[src/rtl/tlb_xcpt_pkg.sv]
// tlb_xcpt_pkg: shared types for the TLB exception unit.
// Holds the lookup FSM state enum and the permission-vector slot indices.
package tlb_xcpt_pkg;

  typedef enum logic [1:0] {
    S_IDLE,
    S_RESP,
    S_DIRTY_REQ,
    S_DIRTY_WAIT
  } xcpt_state_e;

  localparam int PERM_R   = 0;
  localparam int PERM_W   = 1;
  localparam int PERM_X   = 2;
  localparam int NUM_PERM = 3;

endpackage

[src/rtl/tlb_perm_vec.sv]
// tlb_perm_vec: combinational read/write/execute permission vectors.
// In: status bits, per-entry flags, PMA perms. Out: o_ok[PERM_*][ENTRIES:0].
module tlb_perm_vec
  import tlb_xcpt_pkg::*;
#(
  parameter int ENTRIES = 8
) (
  input  logic                             i_priv_s,
  input  logic                             i_pum,
  input  logic                             i_mxr,
  input  logic [ENTRIES-1:0]               i_u,
  input  logic [ENTRIES-1:0]               i_sw,
  input  logic [ENTRIES-1:0]               i_sx,
  input  logic [ENTRIES-1:0]               i_sr,
  input  logic [ENTRIES-1:0]               i_xr,
  input  logic                             i_prot_r,
  input  logic                             i_prot_w,
  input  logic                             i_prot_x,
  output logic [NUM_PERM-1:0][ENTRIES:0]   o_ok
);

  logic [ENTRIES-1:0] w_priv_ok;
  logic [ENTRIES-1:0] w_rd;

  always_comb begin
    // Supervisor may touch user pages only when PUM is clear.
    w_priv_ok = i_priv_s ? ~(i_pum ? i_u : '0) : i_u;
    // MXR makes executable pages readable.
    w_rd = i_sr | (i_mxr ? i_xr : '0);
    o_ok = '0;
    o_ok[PERM_R] = {i_prot_r, w_priv_ok & w_rd};
    o_ok[PERM_W] = {i_prot_w, w_priv_ok & i_sw};
    o_ok[PERM_X] = {i_prot_x, w_priv_ok & i_sx};
  end

endmodule

[src/rtl/tlb_xcpt_unit.sv]
// tlb_xcpt_unit: registered permission check plus dirty-bit update for L1 TLB.
// Ports: req/resp handshakes, per-entry flags, PMA perms, PTW dirty request.
module tlb_xcpt_unit
  import tlb_xcpt_pkg::*;
#(
  parameter int ENTRIES = 8,
  parameter int IDXW    = $clog2(ENTRIES)
) (
  input  logic               i_clk,
  input  logic               i_reset,
  input  logic               i_req_valid,
  output logic               o_req_ready,
  input  logic               i_req_store,
  input  logic [ENTRIES:0]   i_req_hits,
  input  logic               i_req_bad_va,
  input  logic               i_priv_s,
  input  logic               i_pum,
  input  logic               i_mxr,
  input  logic [ENTRIES-1:0] i_u_array,
  input  logic [ENTRIES-1:0] i_sw_array,
  input  logic [ENTRIES-1:0] i_sx_array,
  input  logic [ENTRIES-1:0] i_sr_array,
  input  logic [ENTRIES-1:0] i_xr_array,
  input  logic [ENTRIES-1:0] i_dirty_array,
  input  logic               i_prot_r,
  input  logic               i_prot_w,
  input  logic               i_prot_x,
  output logic               o_resp_valid,
  input  logic               i_resp_ready,
  output logic               o_resp_xcpt_ld,
  output logic               o_resp_xcpt_st,
  output logic               o_resp_xcpt_if,
  output logic               o_resp_replay,
  output logic               o_dirty_req_valid,
  input  logic               i_dirty_req_ready,
  output logic [IDXW-1:0]    o_dirty_req_idx,
  input  logic               i_dirty_ack,
  input  logic               i_dirty_fail
);

  xcpt_state_e r_state;
  xcpt_state_e w_state_nxt;

  logic [NUM_PERM-1:0][ENTRIES:0] w_ok;
  logic               w_xcpt_ld;
  logic               w_xcpt_st;
  logic               w_xcpt_if;
  logic [ENTRIES-1:0] w_dirty_vec;
  logic               w_dirty_need;
  logic [IDXW-1:0]    w_dirty_idx;
  logic               w_accept;

  logic               r_xcpt_ld;
  logic               r_xcpt_st;
  logic               r_xcpt_if;
  logic               r_replay;
  logic [IDXW-1:0]    r_idx;

  tlb_perm_vec #(
    .ENTRIES (ENTRIES)
  ) u_perm (
    .i_priv_s (i_priv_s),
    .i_pum    (i_pum),
    .i_mxr    (i_mxr),
    .i_u      (i_u_array),
    .i_sw     (i_sw_array),
    .i_sx     (i_sx_array),
    .i_sr     (i_sr_array),
    .i_xr     (i_xr_array),
    .i_prot_r (i_prot_r),
    .i_prot_w (i_prot_w),
    .i_prot_x (i_prot_x),
    .o_ok     (w_ok)
  );

  always_comb begin
    w_xcpt_ld = i_req_bad_va | |(~w_ok[PERM_R] & i_req_hits);
    w_xcpt_st = i_req_bad_va | |(~w_ok[PERM_W] & i_req_hits);
    w_xcpt_if = i_req_bad_va | |(~w_ok[PERM_X] & i_req_hits);
    // PMA entry (top hit bit) is excluded from the dirty check.
    w_dirty_vec  = i_req_hits[ENTRIES-1:0] & ~i_dirty_array;
    w_dirty_need = i_req_store & ~w_xcpt_st & |w_dirty_vec;
    // Downward scan so the lowest set bit wins.
    w_dirty_idx = '0;
    for (int i = ENTRIES - 1; i >= 0; i--) begin
      if (w_dirty_vec[i]) w_dirty_idx = IDXW'(i);
    end
  end

  assign w_accept = (r_state == S_IDLE) & i_req_valid;

  always_ff @(posedge i_clk) begin
    if (i_reset) r_state <= S_IDLE;
    else         r_state <= w_state_nxt;
  end

  always_comb begin
    w_state_nxt       = r_state;
    o_req_ready       = 1'b0;
    o_resp_valid      = 1'b0;
    o_dirty_req_valid = 1'b0;
    unique case (r_state)
      S_IDLE: begin
        o_req_ready = 1'b1;
        if (i_req_valid)
          w_state_nxt = w_dirty_need ? S_DIRTY_REQ : S_RESP;
      end
      S_DIRTY_REQ: begin
        o_dirty_req_valid = 1'b1;
        if (i_dirty_req_ready) w_state_nxt = S_DIRTY_WAIT;
      end
      S_DIRTY_WAIT: begin
        if (i_dirty_ack) w_state_nxt = S_RESP;
      end
      S_RESP: begin
        o_resp_valid = 1'b1;
        if (i_resp_ready) w_state_nxt = S_IDLE;
      end
      default: w_state_nxt = S_IDLE;
    endcase
  end

  always_ff @(posedge i_clk) begin
    if (i_reset) begin
      r_xcpt_ld <= 1'b0;
      r_xcpt_st <= 1'b0;
      r_xcpt_if <= 1'b0;
      r_replay  <= 1'b0;
      r_idx     <= '0;
    end else if (w_accept) begin
      r_xcpt_ld <= w_xcpt_ld;
      r_xcpt_st <= w_xcpt_st;
      r_xcpt_if <= w_xcpt_if;
      r_replay  <= 1'b0;
      r_idx     <= w_dirty_idx;
    end else if (r_state == S_DIRTY_WAIT && i_dirty_ack) begin
      // A failed dirty update turns the store into a fault.
      r_xcpt_st <= i_dirty_fail;
      r_replay  <= 1'b1;
    end
  end

  assign o_resp_xcpt_ld  = r_xcpt_ld;
  assign o_resp_xcpt_st  = r_xcpt_st;
  assign o_resp_xcpt_if  = r_xcpt_if;
  assign o_resp_replay   = r_replay;
  assign o_dirty_req_idx = r_idx;

endmodule
[config.mk]
export PLATFORM = sky130hd
export DESIGN_NAME = tlb_xcpt_unit
export DESIGN_NICKNAME = d
export VERILOG_FILES = /design/src/rtl/tlb_xcpt_pkg.sv /design/src/rtl/tlb_perm_vec.sv /design/src/rtl/tlb_xcpt_unit.sv
export SDC_FILE = /design/constraint.sdc
export NUM_CORES = 1
export LEC_CHECK = 0
export CORE_MARGIN = 5
export CORE_UTILIZATION = 33
export DETAILED_ROUTE_END_ITERATION = 6
export GPL_TIMING_DRIVEN = 0
export MAX_ROUTING_LAYER = met4
export PLACE_DENSITY = 0.9
export SLEW_MARGIN = 20
export SYNTH_ARGS = -nofsm -noshare
export SYNTH_HDL_FRONTEND = slang
export SYNTH_SLANG_ARGS = --single-unit
[constraint.sdc]
create_clock -name i_clk -period 1.5 [get_ports i_clk]
set_input_delay 0.225 -clock i_clk [delete_from_list [all_inputs] [get_ports i_clk]]
set_output_delay 0.225 -clock i_clk [all_outputs]
set_load 0.02 [all_outputs]
# Yosys cells after proc, flatten, opt, wreduce, memory -nomap -nowiden
# Cells that the tools add are included.
# totals
regBits	9
output_inout_bits	10
# classes
n_eq_ne	7
mux	22
n_bitwise	20
reduce_logical	9
# op_table
cell	n
$and 8x8->8	4
$and 9x9->9	3
$not 9->9	3
$reduce_or 9->1	3
$mux 3	8
$mux 8	3
$not 8->8	2
$mux 2	5
$ne 2x2->1 const B	4
$or 8x8->8	1
$pmux 2 s4	1
$reduce_or 8->1	1
$mux 1	5
$eq 2x2->1 const B	2
$reduce_and 4->1	1
$and 1x1->1	3
$or 1x1->1	3
$eq 2x1->1 const B	1
$logic_not 2->1	1
$reduce_bool 2->1	1
$reduce_or 2->1	1
$logic_and 1x1->1	1
$not 1->1	1

# Longest topological paths before layout
# depth
depth_word	14
ltp_mapped	7
mapped_depth_nobuf	5

# Modules after synthesis
# Synthesis repeated with hierarchy kept, for this count alone.
# unflattened
cells_unflattened	144
area_unflattened_um2	1049.8
# modules_own_cells
module	area_per_inst_um2	cells_each	instances
tlb_xcpt_unit	714.4	91	1
tlb_perm_vec	335.3	53	1

# Worst setup path before layout
# Ideal clock, no wire load.
# synth_path
path_kind	reg2reg
start	register r_state[1]
end	register r_xcpt_if, in the netlist o_resp_xcpt_if
synth_period_minus_slack_ps	1579
path_slack_ps	-79
path_buffers	2
t_required_ps	1373
stages_incl_launch_ff	8
t_arrival_ps	1452
setup_time_ps	127
path_cell_list	dfxtp_1 > buf_4 > nor2_1 > and2_1 > buf_2 > nand4_1 > a221oi_1 > a31oi_1
# synth_via
elab_chain_len	2
# synth_rtl
item	line	rtl
start, declared	tlb_xcpt_unit.sv:41	xcpt_state_e r_state;
start signal, assigned	tlb_xcpt_unit.sv:94	else r_state <= w_state_nxt;
$logic_not 2->1	tlb_xcpt_unit.sv:90	assign w_accept = (r_state == S_IDLE) & i_req_valid;
$and 1x1->1	tlb_xcpt_unit.sv:90	
end signal, assigned	tlb_xcpt_unit.sv:133	r_xcpt_if <= w_xcpt_if;
end, declared	tlb_xcpt_unit.sv:55	logic r_xcpt_if;
# Every way passes these cells.
# A chain may end at the register's enable or synchronous reset.

# Worst setup path after layout
# layout_path
start	input i_req_hits[4]
end	register r_state[1]
# layout_via
elab_chain_len	9
word_cells_on_any_way	11
classes_between	3 x mux; 6 x bitwise; 2 x reduce/logical
# layout_rtl
item	line	rtl
start, declared	tlb_xcpt_unit.sv:14	input logic [ENTRIES:0] i_req_hits,
$and 9x9->9	tlb_xcpt_unit.sv:78	w_xcpt_st = i_req_bad_va | |(~w_ok[PERM_W] & i_req_hits);
$reduce_or 9->1	tlb_xcpt_unit.sv:78	
$or 1x1->1	tlb_xcpt_unit.sv:78	
$not 1->1	tlb_xcpt_unit.sv:82	w_dirty_need = i_req_store & ~w_xcpt_st & |w_dirty_vec;
$and 1x1->1	tlb_xcpt_unit.sv:82	
$and 1x1->1 *	tlb_xcpt_unit.sv:82	
$mux 2 *	tlb_xcpt_unit.sv:106	w_state_nxt = w_dirty_need ? S_DIRTY_REQ : S_RESP;
$mux 2 *	tlb_xcpt_unit.sv:105	if (i_req_valid)
$pmux 2 s4 *	tlb_xcpt_unit.sv:102	unique case (r_state)
# Every way passes the cells marked *; elsewhere a longest branch is shown, timed or not. The select of a mux whose other input is x is not followed.

==> impl_summary.txt <==
----------------------------------------------------
[Status]
  Run status ... finished, final reports clean

[STA]
  Setup clock skew after layout ... ~0.56 ps
  Max-Slew Margin vs Limit ... a little under three quarters
  Transition at the pin with the smallest max-transition slack ... 435 ps
  Setup repair after global routing missed its margin ... yes
  Final count of hold timing violations ... 0
  Fraction of the cycle the final worst path needs ... a little over nine tenths
  Post-layout min period ... around 1500 ps
  Final-layout setup total negative slack ... 0 ps
  Count of final setup violators ... 0
  Highest Clock Rate ... a little under 0.7 GHz
  Final Slew Violations ... 0
  Hold slack final ... 320 ps

[Setup path]
  Worst Path Class, Setup ... in -> reg
  Crit-path max FO ... 4
  Crit path launch type ... primary input
  Critical Path Start ... i_req_hits[4]
  Flop-to-flop setup slack ... ~80 ps
  R2R Path End ... r_state[1]
  CP max-delay cell ... sky130_fd_sc_hd__clkdlybuf4s50_1
  Kind of end point of the critical path ... flop
  Chain of cells forming the critical path ... clkdlybuf4s50_1 -> nor2b_2 -> nor4_1 -> a31oi_1 -> o21ai_0 -> o21ba_1
  R2R depth ... 6
  Data arrival time of the critical path ... around 1600 ps
  Source of the worst register-to-register timing path ... r_state[1]
  Dominant delay contributor by cell family on the critical path ... buffers and inverters
  Number of gates on the worst path with buffers counted ... 6
  Buffering stage count on the worst path with inverters included ... 1
  Data required time of the critical path ... between 1500 and 2000 ps
  Crit-path max cell delay ... ~510 ps
  Worst setup path endpoint ... r_state[1]

[Placed design]
  Post-Place Cells ... between 200 and 300
  Total placed instance area ... ~0.0019 mm²
  HPWL reported at the end of detailed placement ... ~3.3 mm
  Port-buffer cells ... 79
  Routability Congestion ... between 0.8 and 0.9

[Clocking]
  Clock sink total ... 9
  H-Tree Level Count ... 1
  Master cell of the clock root buffer ... sky130_fd_sc_hd__clkbuf_4
  Total CTS buffers ... 3
  TritonCTS clock tree ... yes
  Clock transition at the registers of the reported paths ... about 60 ps
  Latest clock arrival within the worst-skew pair ... ~260 ps
  Total of hold buffers inserted after clock tree synthesis ... 0
  Maximum count of clock buffers along a single path ... 2

[Synthesis]
  Proportion of synthesized chip area in sequential cells ... between 15 and 20%
  Ys Warns ... 0
  Largest cells by area after synthesis ... sky130_fd_sc_hd__dfxtp_1 (18%), sky130_fd_sc_hd__nor2_1 (7.4%), sky130_fd_sc_hd__a21oi_1 (6.9%)
  Netlist cell types ... between 40 and 50
  Synthesized instance count ... 150
  Most used flip-flop cell after synthesis ... sky130_fd_sc_hd__dfxtp_1
  EDFF count, synth ... 0
  Count of state elements after synthesis ... 9
  Yosys top cell area share ... between 10% and 20%
  Fraction of registers with async set or reset after synthesis ... 0%
  Post-Syn Area per Cell ... 6.78 µm²
  Largest area contributor in the synthesized netlist ... sky130_fd_sc_hd__dfxtp_1
  Syn nets ... between 200 and 250
  Syn Std Cell Area ... between 0.001 and 0.0015 mm²

[GRT]
  Vias in the first global route ... approximately 1,400
  Antenna violations before repair ... 0
  Remaining global-route overflow ... 0
  Wire length of the first global-routing pass ... between 5 and 6 mm
  Total routing resource utilization after global routing ... around 17%
  Largest net degree at the start of global routing ... 11

[Finish]
  Post-route cell area ... about 0.002 mm²
  Total inserted antenna cells ... 0
  Share of cells above drive strength 1 ... roughly 15%
  NumNets Final ... roughly 310
  Area overhead of the layout relative to synthesis ... 94.1%
  Non-filler cells in the finished layout ... about 270

[Floorplan]
  Die Footprint ... ~0.0043 mm²
  Die Height ... 65.5 µm
  Row count ... 20
  Die extent in x ... ~66 µm
  Ports placed on the boundary ... 82
  Core box area ... about 0.0030 mm²
  Initial core utilization ... roughly 34%

[Route]
  Post-route antenna net violation count ... 0
  Routed Wire Length ... 3.85 mm
  Drt initial violations ... just over 40
  Average vias per placed instance ... between 5 and 6
  DR WL/cell ... roughly 14 µm
  Vias after detailed routing ... roughly 1,400
  Iteration count of the initial detailed-routing pass ... 4
  Remaining routing DRC violations ... 0

[Power]
  Total power divided by cell area ... between 400 and 500 mW/mm²
  Pwr Total ... approximately 0.92 mW
  Maximum VDD drop ... about 0.00027 V
  Lkg Pwr ... roughly 0.84 nW

[Hold path]
  Instance count along the most critical hold path ... 2
  Path type of the worst min-delay path ... in -> reg

[Job]
  Reported max-cap violation count ... 0

----------------------------------------------------
-- stage by stage --
step	setup slack (ps)	util (%)
2_1_floorplan	50.1	-
3_3_place_gp	-573	61.7
3_5_place_dp	-611	61.7
4_1_cts	7.42	63.4
5_1_grt	-15.5	65.8
6_report	46.9	65.8
-- area by class of cell --
class | count | area, µm²
plain buffers | 6 | 45.0
well taps | 33 | 41.3
fillers | 262 | 1030
flip-flops and latches | 9 | 181
repair buffers | 79 | 790
inverters | 8 | 30.0
clock buffers | 4 | 26.3
multi-input cells | 127 | 861
-- worst min-delay path by stage --
| stage | slack, ps | from | endpoint |
|---|---|---|---|
| final | 320 | i_reset | o_resp_replay |
| after global routing | 340 | i_reset | o_resp_replay |
| after CTS | 320 | i_reset | o_resp_replay |
| after detailed placement | 460 | o_dirty_req_idx[2] | o_dirty_req_idx[2] |
| after global placement | 460 | o_dirty_req_idx[2] | o_dirty_req_idx[2] |
| after floorplan | 410 | i_req_hits[0] | o_resp_xcpt_if |
-- sequential cells by signal, indices dropped and copies added, names as in the netlist --
register         flops
o_dirty_req_idx      3
r_state              2
o_resp_replay        1
o_resp_xcpt_if       1
o_resp_xcpt_ld       1
o_resp_xcpt_st       1
-- report_power, final --
part	switching [mW]	leakage, nW	internal, mW
registers	0.0101	0.0742	0.254
logic	0.195	0.750	0.269
clock network	0.0863	0.0150	0.103
-- synth_stat cells (all sizes together), types with 4 or more instances --
cell type  count
nand2          9
a21oi         14
dfxtp          9
o21ai         18
nor2b          8
o31ai          6
nor2          21
inv            8
nand4          4
and3           7
buf            5
-- cell families after synthesis --
kind of cell / count (synthesis) / share of synthesized area [%]
compound gates: 62 / 41.7
buf+inv: 14 / 6.76
flops: 9 / 17.7
mux: 2 / 1.97
simple gates: 63 / 31.9
-- routing by layer --
layer	GRT usage, %	routed length (µm)	part of all wire, %
met1	19.0	1540	40
met2	31.9	1960	51
met3	3.08	297	7.7
met4	5.70	50	1.3
met5	-	0	0
-- what timing repair did --
action                                  in CTS  in global routing
pin swaps                                    8                 12
gates resized for setup                     22                 32
endpoints found under the setup margin       8                  7
setup buffers                                0                  0
-- cell usage in the layout, fill, tap and decap left out, types with 4 or more instances in the layout --
cell	count
sky130_fd_sc_hd__inv_1	8
sky130_fd_sc_hd__dlymetal6s2s_1	8
sky130_fd_sc_hd__dfxtp_1	8
sky130_fd_sc_hd__and3_4	6
sky130_fd_sc_hd__clkdlybuf4s50_1	61
sky130_fd_sc_hd__o31ai_1	4
sky130_fd_sc_hd__nor2b_1	5
sky130_fd_sc_hd__o21ai_0	10
sky130_fd_sc_hd__a21oi_1	13
sky130_fd_sc_hd__nand2_1	8
sky130_fd_sc_hd__o21ai_1	5
sky130_fd_sc_hd__nand4_1	4
sky130_fd_sc_hd__dlygate4sd2_1	5
sky130_fd_sc_hd__nor2_1	19
Note: power is estimated with default switching activity, not from simulation.
